[config.mk]
export PLATFORM = sky130hd
export DESIGN_NAME = cfg_chain_loader
export DESIGN_NICKNAME = d
export VERILOG_FILES = /design/src/rtl/cfg_pkg.sv /design/src/rtl/cfg_beat_counter.sv /design/src/rtl/cfg_chain_loader.sv
export SDC_FILE = /design/constraint.sdc
export NUM_CORES = 1
export LEC_CHECK = 0
export ABC_AREA = 1
export CORE_MARGIN = 8
export CORE_UTILIZATION = 35
export DETAILED_ROUTE_END_ITERATION = 8
export PLACE_DENSITY = 0.7
export SKIP_CTS_REPAIR_TIMING = 1
export SLEW_MARGIN = 10
export SYNTH_ARGS = -nofsm -noshare
export SYNTH_HDL_FRONTEND = slang
export SYNTH_SLANG_ARGS = --single-unit
[constraint.sdc]
create_clock -name clk -period 1.82 [get_ports clk]
set_clock_uncertainty 0.1 [all_clocks]
set_input_delay 0.364 -clock clk [delete_from_list [all_inputs] [get_ports clk]]
set_output_delay 0.364 -clock clk [all_outputs]
set_load 0.02 [all_outputs]
[src/rtl/cfg_pkg.sv]
// cfg_pkg: shared state encoding and mode constants for the configuration loader.
package cfg_pkg;
    typedef enum logic [1:0] {IDLE, LOAD, CHECK, READBACK} state_t;
    localparam logic MODE_LOAD     = 1'b0;
    localparam logic MODE_READBACK = 1'b1;
endpackage

[src/rtl/cfg_beat_counter.sv]
// cfg_beat_counter: beat up-counter with clear, increment and last-beat flag.
module cfg_beat_counter #(
    parameter int LEN = 64,
    parameter int W   = $clog2(LEN + 1)
) (
    input  logic         clk,
    input  logic         rst_n,
    input  logic         clr,
    input  logic         inc,
    output logic [W-1:0] count,
    output logic         last
);
    always_ff @(posedge clk or negedge rst_n) begin
        if (!rst_n)
            count <= '0;
        else if (clr)
            count <= '0;
        else if (inc && count != W'(LEN))
            count <= count + 1'b1;
    end
    assign last = count == W'(LEN - 1);
endmodule

[src/rtl/cfg_chain_loader.sv]
// cfg_chain_loader: streams a bitstream into parallel config chains, verifies an
// XOR checksum beat, and supports non-destructive rotating readback.
module cfg_chain_loader
    import cfg_pkg::*;
#(
    parameter int NUM_CHAINS = 4,
    parameter int CHAIN_LEN  = 64
) (
    input  logic                  clk,
    input  logic                  rst_n,
    input  logic                  ena,
    input  logic                  start,
    input  logic                  mode,
    input  logic                  in_valid,
    input  logic [NUM_CHAINS-1:0] in_data,
    output logic                  in_ready,
    output logic                  out_valid,
    output logic [NUM_CHAINS-1:0] out_data,
    input  logic                  out_ready,
    output logic                  chain_en,
    output logic [NUM_CHAINS-1:0] chain_din,
    input  logic [NUM_CHAINS-1:0] chain_dout,
    output logic                  busy,
    output logic                  done,
    output logic                  error,
    output logic                  cfg_valid
);
    localparam int CW = $clog2(CHAIN_LEN + 1);

    state_t                state, state_nx;
    logic [CW-1:0]         count;
    logic                  last;
    logic [NUM_CHAINS-1:0] acc;
    logic                  start_ok, load_hs, chk_hs, rb_hs;

    // Handshakes are built from ena/state directly so no output feeds back into them.
    assign start_ok = ena & start & (state == IDLE);
    assign load_hs  = ena & in_valid & (state == LOAD);
    assign chk_hs   = ena & in_valid & (state == CHECK);
    assign rb_hs    = ena & out_ready & (state == READBACK);

    cfg_beat_counter #(.LEN(CHAIN_LEN), .W(CW)) u_cnt (
        .clk   (clk),
        .rst_n (rst_n),
        .clr   (start_ok),
        .inc   (load_hs | rb_hs),
        .count (count),
        .last  (last)
    );

    always_ff @(posedge clk or negedge rst_n) begin
        if (!rst_n)
            state <= IDLE;
        else
            state <= state_nx;
    end

    always_comb begin
        state_nx = state;
        unique case (state)
            IDLE:     state_nx = start_ok ? (mode == MODE_READBACK ? READBACK : LOAD) : IDLE;
            LOAD:     state_nx = (load_hs && last) ? CHECK : LOAD;
            CHECK:    state_nx = chk_hs ? IDLE : CHECK;
            READBACK: state_nx = (rb_hs && last) ? IDLE : READBACK;
            default:  state_nx = IDLE;
        endcase
    end

    always_comb begin
        in_ready  = ena & (state == LOAD || state == CHECK);
        out_valid = ena & (state == READBACK);
        out_data  = (state == READBACK) ? chain_dout : '0;
        chain_en  = load_hs | rb_hs;
        chain_din = (state == LOAD) ? in_data : (state == READBACK) ? chain_dout : '0;
        busy      = state != IDLE;
    end

    always_ff @(posedge clk or negedge rst_n) begin
        if (!rst_n) begin
            acc       <= '0;
            cfg_valid <= 1'b0;
            error     <= 1'b0;
            done      <= 1'b0;
        end else begin
            done <= chk_hs | (rb_hs & last);
            if (start_ok && mode == MODE_LOAD) begin
                acc       <= '0;
                cfg_valid <= 1'b0;
                error     <= 1'b0;
            end
            if (load_hs)
                acc <= acc ^ in_data;
            if (chk_hs) begin
                cfg_valid <= in_data == acc;
                error     <= error | (in_data != acc);
            end
        end
    end
endmodule

==> flow_metrics.env <==
export IMPL_ant_nets=0
export IMPL_ys_warn_count=0
export IMPL_violations="negative setup slack"
export IMPL_row_count=20
export IMPL_synth_ff_type="dfrtp_1"
export IMPL_fin_area_um2=1630
export IMPL_synth_largest_area_cell="dfrtp_1"
export IMPL_synth_area_um2=1090
export IMPL_ios=30
export IMPL_finalHoldViolCount=0
export IMPL_dieArea_um2=5170
export IMPL_drt_wl_total_um=2910
export IMPL_required_ps=1360
export IMPL_start_util_pct=36.4
export IMPL_worstPathMaxFanout=6
export IMPL_critPathCaptureType="output pin"
export IMPL_synth_commonest_cells="45 x nand2_1, 20 x nand3_1, 18 x inv_1, 16 x dfrtp_1, 9 x nor2_1"
export IMPL_worstSetupPathType="flop to output pin"
export IMPL_yosys_area_top_type_share_pct=36.6
export IMPL_powerDensity_nw_per_um2=966
export IMPL_diodes=0
export IMPL_antenna_found_initial=0
export IMPL_grt_pass1_vias=1140
export IMPL_max_freq_mhz=547
export IMPL_synthArstFlopShare_pct=100
export IMPL_power_mw=1.57
export IMPL_ys_seq_elements=16
export IMPL_cts_made_buffers=3
export IMPL_drt_pass1_iter_count=4
export IMPL_h_tree_depth=1
export IMPL_setup_tns_ps=-7.96
export IMPL_grt_pass1_wl_um=4800
export IMPL_worstMarginPinSlew_ps=251
export IMPL_grt_max_degree=17
export IMPL_core_area_um2=3000
export IMPL_clk_pin_slew_worst_paths_ps=90
export IMPL_drc_errors=0
export IMPL_overflow=0
export IMPL_worst_slack_ps=-7.96
export IMPL_syn2layout_area_growth_pct=48.6
export IMPL_drv_cap=0
export IMPL_ir_drop_mv=0.366
export IMPL_hold_class="input port to asynchronous set/reset pin"
export IMPL_start_kind="flop"
export IMPL_clock_sinks=16
export IMPL_dp_slack_ps=-445
export IMPL_setup_viol_count_final=1
export IMPL_synth_seq_area_share_pct=36.6
export IMPL_wl_per_cell_um=12.7
export IMPL_tritoncts="done"
export IMPL_clk_latency_ps=290
export IMPL_min_period_ps=1830
export IMPL_drive_gt1_share_pct=27.6
export IMPL_grt_usage_pct=11.3
export IMPL_nFillCells=296
export IMPL_drt_iter0_drc=41
export IMPL_place_congestion=0.763
export IMPL_dpl_hpwl_um=2270
export IMPL_reg2reg_slack_ps=170
export IMPL_cp_arrival_ps=1360
export IMPL_slew_headroom_pct=83.2
export IMPL_dieWidth_um=71.9
export IMPL_dieHeight_um=71.9
export IMPL_drv_slew=0
export IMPL_rr_worst_depth=9
export IMPL_syn_inst=147
export IMPL_final_core_util_pct=54.1
export IMPL_finalCritPeriodShare_pct=100
export IMPL_route_vias_total=1093
export IMPL_place_area_um2=1530
export IMPL_synth_edff_count=0
export IMPL_synth_area_top_cells="dfrtp_1 37%, nand2_1 15%, nand3_1 9.2%, ha_1 8.0%, xor2_1 6.4%"
export IMPL_cts_root_buf="clkbuf_4"
export IMPL_final_nets=219
export IMPL_rsz0062_at_grt="true"
export IMPL_place_port_buffers=29
export IMPL_status="complete, but fails checks"
export IMPL_postSynthAreaPerCell_um2=7.44
export IMPL_yosysMostFrequentCell="nand2_1"
export IMPL_synthDistinctLibCells=19
export IMPL_p_leak_nw=0.930
export IMPL_vias_per_cell=4.77
export IMPL_clockBufferDepth=2
export IMPL_syn_num_nets=169
worst max-delay path: stages, from the launching register on:
cell     delay, ps
dfrtp_2        460
ha_4           200
buf_4          140
o21ai_2        140
buf_6          130
final timing paths:
kind                               start      endpoint
worst max-delay path            state[0]  chain_din[2]
worst min-delay path               rst_n        acc[1]
worst max register to register  state[0]         error
worst min register to register    acc[1]        acc[1]
max in group asynchronous          rst_n      state[0]
min in group clk                  acc[1]        acc[1]
report_power, final:
| part | switching [mW] | internal, mW |
|---|---|---|
| Clock | 0.109 | 0.122 |
| Combinational | 0.420 | 0.370 |
| Sequential | 0.0953 | 0.454 |
routing by layer:
layer  vias to the layer above  wire length [µm]  global-route usage, %
met3                         2               163                   3.99
met4                         0                 5                   2.72
met5                         -                 0                      0
li1                        551                 -                      -
met1                       518              1190                   10.7
met2                        22              1550                   22.2
cells in the final DEF (no fill, tap or decap), drive strengths merged:
cell type,netlist,routed
nand3b,2,2
dlymetal6s2s,0,3
inv,20,20
nand3,22,22
nand2,49,49
o21ai,8,8
or2,1,1
nor2,10,10
xor2,8,8
ha,7,7
a21oi,1,1
clkbuf,0,9
clkdlybuf4s50,0,15
dfrtp,16,16
buf,3,25
per-stage QoR:
step / std cells / hold WS (ps)
6_report: 229 / 292
5_1_grt: 229 / 296
4_1_cts: 227 / 297
3_5_place_dp: 223 / 410
3_3_place_gp: 223 / 400
2_1_floorplan: 147 / -31.6
area by class of cell:
| type | instances | area [µm²] | share of cell area, % |
|---|---|---|---|
| sequential | 16 | 402 | 24.7 |
| inverter | 20 | 75.1 | 4.62 |
| clock buffer | 4 | 36.3 | 2.23 |
| multi-input combinational | 108 | 652 | 40.1 |
| timing repair buffer | 48 | 419 | 25.8 |
| tap | 33 | 41.3 | 2.54 |
sequential cells by signal, summed over array words and instances, names as in the netlist:
| register | flops |
|---|---|
| error | 1 |
| cfg_valid | 1 |
| state | 2 |
| done | 1 |
| u_cnt.count | 7 |
| acc | 4 |
cell families after synthesis:
group	Yosys count	share of synthesized area, %
buf+inv	23	8.81
compound gates	9	4.46
xor+xnor	8	6.41
simple gates	84	35.7
flops	16	36.6
fa+ha+maj	7	8.01
Power figures use the tool's default switching activity.
